**config.mk**
```make
export PLATFORM = sky130hd
export DESIGN_NAME = easy_fifo_axis_gen
export DESIGN_NICKNAME = d
export VERILOG_FILES = /design/src/rtl/easy_fifo_axis_gen.sv
export SDC_FILE = /design/constraint.sdc
export NUM_CORES = 1
export LEC_CHECK = 0
export CORE_MARGIN = 3
export CORE_UTILIZATION = 45
export DETAILED_ROUTE_END_ITERATION = 16
export DONT_BUFFER_PORTS = 1
export PLACE_DENSITY = 0.59
export SLEW_MARGIN = 20
export SYNTH_ARGS = -nofsm -noshare
export SYNTH_HDL_FRONTEND = slang
export SYNTH_SLANG_ARGS = --single-unit
```
**constraint.sdc**
```tcl
create_clock -name clk_sys_i -period 9.3 [get_ports clk_sys_i]
set_clock_uncertainty 0.05 [all_clocks]
set_input_delay 0.93 -clock clk_sys_i [delete_from_list [all_inputs] [get_ports clk_sys_i]]
set_output_delay 0.93 -clock clk_sys_i [all_outputs]
set_load 0.03 [all_outputs]
```
**src/rtl/easy_fifo_axis_gen.sv**
```systemverilog
// easy_fifo_axis_gen: AXI-Stream burst traffic source for the FIFO write side.
// Emits bursts of incrementing words with programmable length, gap and count.
//
// state   | meaning
// --------+-----------------------------------------------------------
// ST_IDLE | no run active, tvalid low, waiting for start
// ST_SEND | presenting beats, tvalid high, advancing on each handshake
// ST_GAP  | idle cycles between bursts, tvalid low, down-counting gap
module easy_fifo_axis_gen #(
  parameter int DWIDTH    = 32,
  parameter int CNT_WIDTH = 16
) (
  input  logic                 clk_sys_i,
  input  logic                 rst_i,
  input  logic                 start_i,
  input  logic                 stop_i,
  input  logic [CNT_WIDTH-1:0] burst_len_i,
  input  logic [CNT_WIDTH-1:0] gap_len_i,
  input  logic [CNT_WIDTH-1:0] num_bursts_i,
  input  logic [DWIDTH-1:0]    seed_i,
  output logic [DWIDTH-1:0]    m_axis_tdata_o,
  output logic                 m_axis_tvalid_o,
  input  logic                 m_axis_tready_i,
  output logic                 busy_o,
  output logic                 done_o,
  output logic [31:0]          beat_total_o
);

  typedef enum logic [1:0] {
    ST_IDLE = 2'd0,
    ST_SEND = 2'd1,
    ST_GAP  = 2'd2
  } state_t;

  state_t               state_q;
  logic [DWIDTH-1:0]    data_q;
  logic [31:0]          beat_total_q;
  logic [CNT_WIDTH-1:0] burst_len_q;
  logic [CNT_WIDTH-1:0] gap_len_q;
  logic [CNT_WIDTH-1:0] num_bursts_q;
  logic [CNT_WIDTH-1:0] beats_left_q;
  logic [CNT_WIDTH-1:0] gap_cnt_q;
  logic [CNT_WIDTH-1:0] bursts_done_q;
  logic                 stop_pend_q;
  logic                 valid_q;
  logic                 busy_q;
  logic                 done_q;

  logic                 hs;
  logic                 last_beat;
  logic                 run_complete;
  logic                 stop_req;
  logic [CNT_WIDTH-1:0] burst_len_d;
  logic [CNT_WIDTH-1:0] bursts_done_d;
  logic [DWIDTH-1:0]    data_d;

  // Handshake and end-of-burst/run decode; only registered state feeds outputs.
  always_comb begin
    hs            = valid_q & m_axis_tready_i;
    last_beat     = (beats_left_q == CNT_WIDTH'(1));
    bursts_done_d = bursts_done_q + CNT_WIDTH'(1);
    run_complete  = (num_bursts_q != '0) && (bursts_done_d == num_bursts_q);
    // A stop pulse seen while a beat is stalled is remembered until that beat goes.
    stop_req      = stop_i | stop_pend_q;
    burst_len_d   = (burst_len_i == '0) ? CNT_WIDTH'(1) : burst_len_i;
    data_d        = data_q + DWIDTH'(1);
  end

  // Sequencer: state, counters and registered stream/status outputs.
  always_ff @(posedge clk_sys_i) begin
    if (rst_i) begin
      state_q       <= ST_IDLE;
      data_q        <= '0;
      beat_total_q  <= '0;
      burst_len_q   <= '0;
      gap_len_q     <= '0;
      num_bursts_q  <= '0;
      beats_left_q  <= '0;
      gap_cnt_q     <= '0;
      bursts_done_q <= '0;
      stop_pend_q   <= 1'b0;
      valid_q       <= 1'b0;
      busy_q        <= 1'b0;
      done_q        <= 1'b0;
    end else begin
      done_q <= 1'b0;
      case (state_q)
        ST_IDLE: begin
          if (start_i && !stop_i) begin
            burst_len_q   <= burst_len_d;
            gap_len_q     <= gap_len_i;
            num_bursts_q  <= num_bursts_i;
            beats_left_q  <= burst_len_d;
            data_q        <= seed_i;
            beat_total_q  <= '0;
            bursts_done_q <= '0;
            stop_pend_q   <= 1'b0;
            valid_q       <= 1'b1;
            busy_q        <= 1'b1;
            state_q       <= ST_SEND;
          end
        end
        ST_SEND: begin
          if (stop_i) stop_pend_q <= 1'b1;
          if (hs) begin
            data_q       <= data_d;
            beat_total_q <= beat_total_q + 32'd1;
            beats_left_q <= beats_left_q - CNT_WIDTH'(1);
            if (last_beat) bursts_done_q <= bursts_done_d;
            if ((last_beat && run_complete) || stop_req) begin
              state_q     <= ST_IDLE;
              valid_q     <= 1'b0;
              busy_q      <= 1'b0;
              done_q      <= 1'b1;
              stop_pend_q <= 1'b0;
            end else if (last_beat) begin
              if (gap_len_q == '0) begin
                beats_left_q <= burst_len_q;
              end else begin
                gap_cnt_q <= gap_len_q;
                valid_q   <= 1'b0;
                state_q   <= ST_GAP;
              end
            end
          end
        end
        ST_GAP: begin
          if (stop_i) begin
            state_q <= ST_IDLE;
            busy_q  <= 1'b0;
            done_q  <= 1'b1;
          end else if (gap_cnt_q == CNT_WIDTH'(1)) begin
            beats_left_q <= burst_len_q;
            valid_q      <= 1'b1;
            state_q      <= ST_SEND;
          end else begin
            gap_cnt_q <= gap_cnt_q - CNT_WIDTH'(1);
          end
        end
        default: begin
          state_q <= ST_IDLE;
          valid_q <= 1'b0;
          busy_q  <= 1'b0;
        end
      endcase
    end
  end

  assign m_axis_tdata_o  = data_q;
  assign m_axis_tvalid_o = valid_q;
  assign busy_o          = busy_q;
  assign done_o          = done_q;
  assign beat_total_o    = beat_total_q;

endmodule

```
# Word-level counts from Yosys, hierarchy flattened
# Cells that the tools add are included.
# op_classes
n_addsub,5
eq_ne,18
muxes,55
n_bitwise,2
reduce_logical,21
# op_table
op,n
2-to-1 mux 16 bit,17
2-to-1 mux 32 bit,4
one-hot mux 32 bit (2 select lines),2
adder 32 x 1 -> 32 bit (second input constant),2
one-hot mux 16 bit (2 select lines),2
one-hot mux 16 bit (3 select lines),1
== test 16 x 1 -> 1 bit (second input constant),2
zero test 16 bit,2
subtractor 16 x 1 -> 16 bit (second input constant),2
!= test 2 bit (second input constant),10
2-to-1 mux 1 bit,17
adder 16 x 1 -> 16 bit (second input constant),1
== test 16 bit,1
nonzero test 16 bit,1
2-to-1 mux 2 bit,7
AND reduction 5 bit,2
!= test 3 bit (second input constant),3
AND reduction 4 bit,2
AND reduction 7 bit,1
one-hot mux 1 bit (3 select lines),2
one-hot mux 2 bit (3 select lines),1
AND reduction 6 bit,1
one-hot mux 1 bit (2 select lines),2
AND reduction 2 bit,2
11 further kinds,14
# word_totals
reg_bits,166
out_inout_bits,67
elab_cells,114

# Logic depth before layout (Yosys ltp)
# logic_depth
ltp_word,8
depth_mapped,13
mapped_depth_nobuf,10

# Worst setup path after synthesis
# Ideal clock, no wire load.
# synth_path
path_type,reg-to-reg
from,register bursts_done_q[0]
to,register beats_left_q[7]
arrival_ns,3.184
t_required_ns,9.154
path_slack_ns,5.971
stages_incl_launch_ff,13
path_buffers,3
synth_period_minus_slack_ns,3.329
cell_sequence,dfxtp_1 ha_1 clkbuf_1 nand3_1 or4_1 xnor2_1 o221ai_1 or4_1 buf_2 and3_1 buf_6 mux2_4 o41ai_2
# synth_between
elab_chain_cells,8
# synth_rtl
item,line,text
start: declaration,43,logic [CNT_WIDTH-1:0] bursts_done_q;
start signal: assignment,109,if (last_beat) bursts_done_q <= bursts_done_d;
adder 16 x 1 -> 16 bit,61,bursts_done_d = bursts_done_q + CNT_WIDTH'(1);
== test 16 bit,62,run_complete = (num_bursts_q != '0) && (bursts_done_d == num_bursts_q);
logical AND 1 bit,62,
logical AND 1 bit,110,if ((last_beat && run_complete) || stop_req) begin
logical OR 1 bit,110,
2-to-1 mux 16 bit,110,
2-to-1 mux 16 bit,105,if (hs) begin
one-hot mux 16 bit (3 select lines),87,case (state_q)
end signal: assignment,93,beats_left_q <= burst_len_d;
end signal: assignment,108,beats_left_q <= beats_left_q - CNT_WIDTH'(1);
end signal: assignment,118,beats_left_q <= burst_len_q;
end: declaration,41,logic [CNT_WIDTH-1:0] beats_left_q;
# Every way passes these cells. The select of a mux whose other input is x is not followed.
# A chain may end at the register's enable or synchronous reset.

# Worst setup path after layout
# layout_path
from,register bursts_done_q[2]
to,register beats_left_q[7]
# The elaborated chain is that of the path after synthesis.

==> results.toml <==
[run_status]
outcome = "completed"

[worst_setup_path]
critPathRequiredTime_ns = 9.58
crit_family = "simple AND/OR/NAND/NOR gates"
startpoint_type = "flop"
worstPathArrival_ns = 4.32
cp_max_fo = 16
crit_buf_inv = 0
slowest_stage = "or4_1"
rr_startpoint = "bursts_done_q[2]$_SDFFE_PP0P_"
path_cells = "nand3_2, or4_4, o2bb2ai_1, or4_1, or4_1, and3_1, mux2_4, o41ai_2"
crit_path_max_incr_delay_ns = 0.66
worstSetupEndpointType = "flop"
crit_type = "reg2reg"
crit_top_cell = "or4_1"
cp-startpoint = "bursts_done_q[2]$_SDFFE_PP0P_"

[logic_synthesis]
syn_avg_cell_area_um2 = 7.369
synthesis.area_um2 = 9263
synth.distinct_cells = 67
synth_top_cell_by_area = "dfxtp_1"
synth_edf_count = 0
synthTopCellsByArea = "dfxtp_1 36%, nand2_1 8.7%, a21oi_1 8.0%, nor2_1 4.3%, o21ai_0 3.3%"
synthCells = 1257
async_flop_share_pct = 0
synth_seq_cells = 166
seq_area_frac_synth_pct = 35.88
ys.flop_type = "dfxtp_1"
yosys_warnings = 0
synth_top_area_share_pct = 35.88
synthesis.nets = 1353

[cells_and_area]
fin_util_pct = 50.34
layout_common_cells = "214 x nand2_1, 166 x dfxtp_1, 148 x a21oi_1"
antenna_cells = 0
area_growth_pct = 7.862
ff_latch_area_um2 = 3323
fillers = 1994
multi_input_area_um2 = 5563
final_common_cell = "nand2_1"
post_route_cells_drive_above_1_share_pct = 5.359
nets = 1296

[sta]
hold_viol_final = 0
period_share_pct = 43.44
rsz0062_at_grt = "false"
relSlewSlack_pct = 31.71
maxSlewViolCount = 0
hold_slack_ns = 0.4233
tightest_slew_ns = 1.024
fmax_ghz = 0.2475
setup_viol = 0
finalSetupTns_ns = 0
period_needed_ns = 4.040

[pwr]
power.internal_mw = 1.521
peakVddDrop_uv = 213.9
leakagePower_nw = 3.406
p_comb_share_pct = 32.9
power_frac_seq_pct = 39.7
power_switching_mw = 1.072
switching_share_pct = 41.34
power.density_nw_per_um2 = 259.5
p_clk_share_pct = 27.4

[hold_path]
hp-start = "gap_len_q[3]$_SDFFE_PP0P_"
min_path_type = "reg2reg"

[global_route]
grt_start_max_net_pins = 137
grt_pass1_wl_um = 40590
grt-ovfl-total = 0
grt_pass1_vias = 7821
grt_use_total_pct = 22.02
antenna_found_initial = 0

[placed_design]
portBuffers = 0
detailed_place_hpwl_um = 16570
gp_congestion = 0.9158

[run]
drv_cap = 0

[clock_network]
cts_root_buf = "clkbuf_16"
cts.sinks = 166
path_clk_slew_ns = 0.07
clockBufferDepth = 2
ctsResizeCount = 0
htree_levels = 4
ctsHoldBuffers = 0
clk_latency_ns = 0.43
cts_setup_buffers = 0
numCtsBuffers = 17
cts_tree = "built"

[floorplanning]
die_w_um = 149.5
initial_core_util_pct = 46.67
num_io_pins = 152
core_area_um2 = 19850
fp.dieH_um = 149.5
num_rows = 51
dieArea_um2 = 22340

[routing]
via_per_inst = 5.795
drt-pass1-iter-count = 5
drt_iter0_drc = 604
wl_per_cell_um = 16.98
finalWirelength_um = 25100
dr_total_vias = 8565
drtAntennaViolNets = 0
drc = 0
## state kept, by name, indices dropped and copies added (netlist names)
| signal | count |
|---|---|
| beat_total_o | 32 |
| m_axis_tdata_o | 32 |
| beats_left_q | 16 |
| burst_len_q | 16 |
| bursts_done_q | 16 |
| gap_cnt_q | 16 |
| gap_len_q | 16 |
| num_bursts_q | 16 |
| state_q | 2 |
| busy_o | 1 |
| done_o | 1 |
| m_axis_tvalid_o | 1 |
| stop_pend_q | 1 |
## synth_stat cells (10+ instances only)
| cell type | count |
|---|---|
| a211oi_1 | 13 |
| or4_1 | 10 |
| nor4_1 | 23 |
| nand2_1 | 215 |
| o22ai_1 | 24 |
| xnor2_1 | 25 |
| dfxtp_1 | 166 |
| or3_1 | 16 |
| clkbuf_1 | 73 |
| o21ai_0 | 61 |
| nand3_1 | 58 |
| xor2_1 | 31 |
| and3_1 | 17 |
| nand4_1 | 17 |
| nor3_1 | 34 |
| nor2_1 | 105 |
| ha_1 | 11 |
| nand2b_1 | 24 |
| mux2i_1 | 24 |
| inv_1 | 23 |
| nor2b_1 | 17 |
| a21oi_1 | 148 |
## power by group through the flow
stage / clock [mW] / sequential [mW] / combinational (mW)
after floorplan: 0 / 1.00 / 0.691
after global placement: 0 / 1.04 / 0.839
after detailed placement: 0 / 1.05 / 0.843
after CTS: 0.729 / 1.03 / 0.849
after global routing: 0.760 / 1.05 / 0.969
final: 0.711 / 1.03 / 0.853
## metal layers
metal / track usage, % / up-vias / wire [um] / part of all wire (%)
met5: 0 / - / 0 / 0
met4: 6.087 / 0 / 278 / 1.1
met3: 5.724 / 24 / 1566 / 6.2
met2: 35.93 / 209 / 11740 / 47
met1: 28.97 / 3970 / 11520 / 46
li1: - / 4362 / - / -
## tightest hold or removal path, delay by kind of cell (launching register included)
family | cells | cell delay [ns]
flops | 1 | 0.32
compound gates | 1 | 0.05
simple gates | 1 | 0.05
## area by class of cell
| cell class | count | share of cell area [%] |
|---|---|---|
| repair buffers | 10 | 0.9518 |
| inverters | 24 | 0.9017 |
| multi-input cells | 981 | 55.68 |
| clock buffers | 19 | 4.533 |
| flip-flops and latches | 166 | 33.26 |
| clock inverters | 13 | 1.353 |
| well taps | 265 | 3.319 |
## stage by stage
stage                     power (mW)  cell area [um2]  cells  worst slack, ns
after global placement         1.881             9359   1445            5.238
after global routing           2.776             9991   1478            5.026
after floorplan                1.690             9263   1257            5.971
after detailed placement       1.888             9366   1445            5.280
after CTS                      2.606             9955   1477            5.273
final                          2.593             9991   1478            5.260
## worst paths after layout
path	slack, ns	cells past startpoint	end
worst max-delay path	5.26	8	beats_left_q[7]$_SDFFE_PP0P_
worst min-delay path	0.42	2	gap_len_q[3]$_SDFFE_PP0P_
worst min register to register	0.42	2	gap_len_q[3]$_SDFFE_PP0P_
worst max register to register	5.26	8	beats_left_q[7]$_SDFFE_PP0P_
## kinds of logic (layout without fill, tap and decap cells)
| group | after synthesis | count (layout) | synth area share (%) |
|---|---|---|---|
| flip-flops | 166 | 166 | 35.88 |
| buffers and inverters | 110 | 66 | 4.687 |
| multiplexers | 25 | 25 | 2.756 |
| AND/OR/NAND/NOR | 564 | 564 | 28.99 |
| AO/OA/AOI/OAI | 325 | 325 | 20.91 |
| XOR/XNOR | 56 | 56 | 5.295 |
| adder cells (fa/ha/maj) | 11 | 11 | 1.486 |
Power figures use the tool's default switching activity.
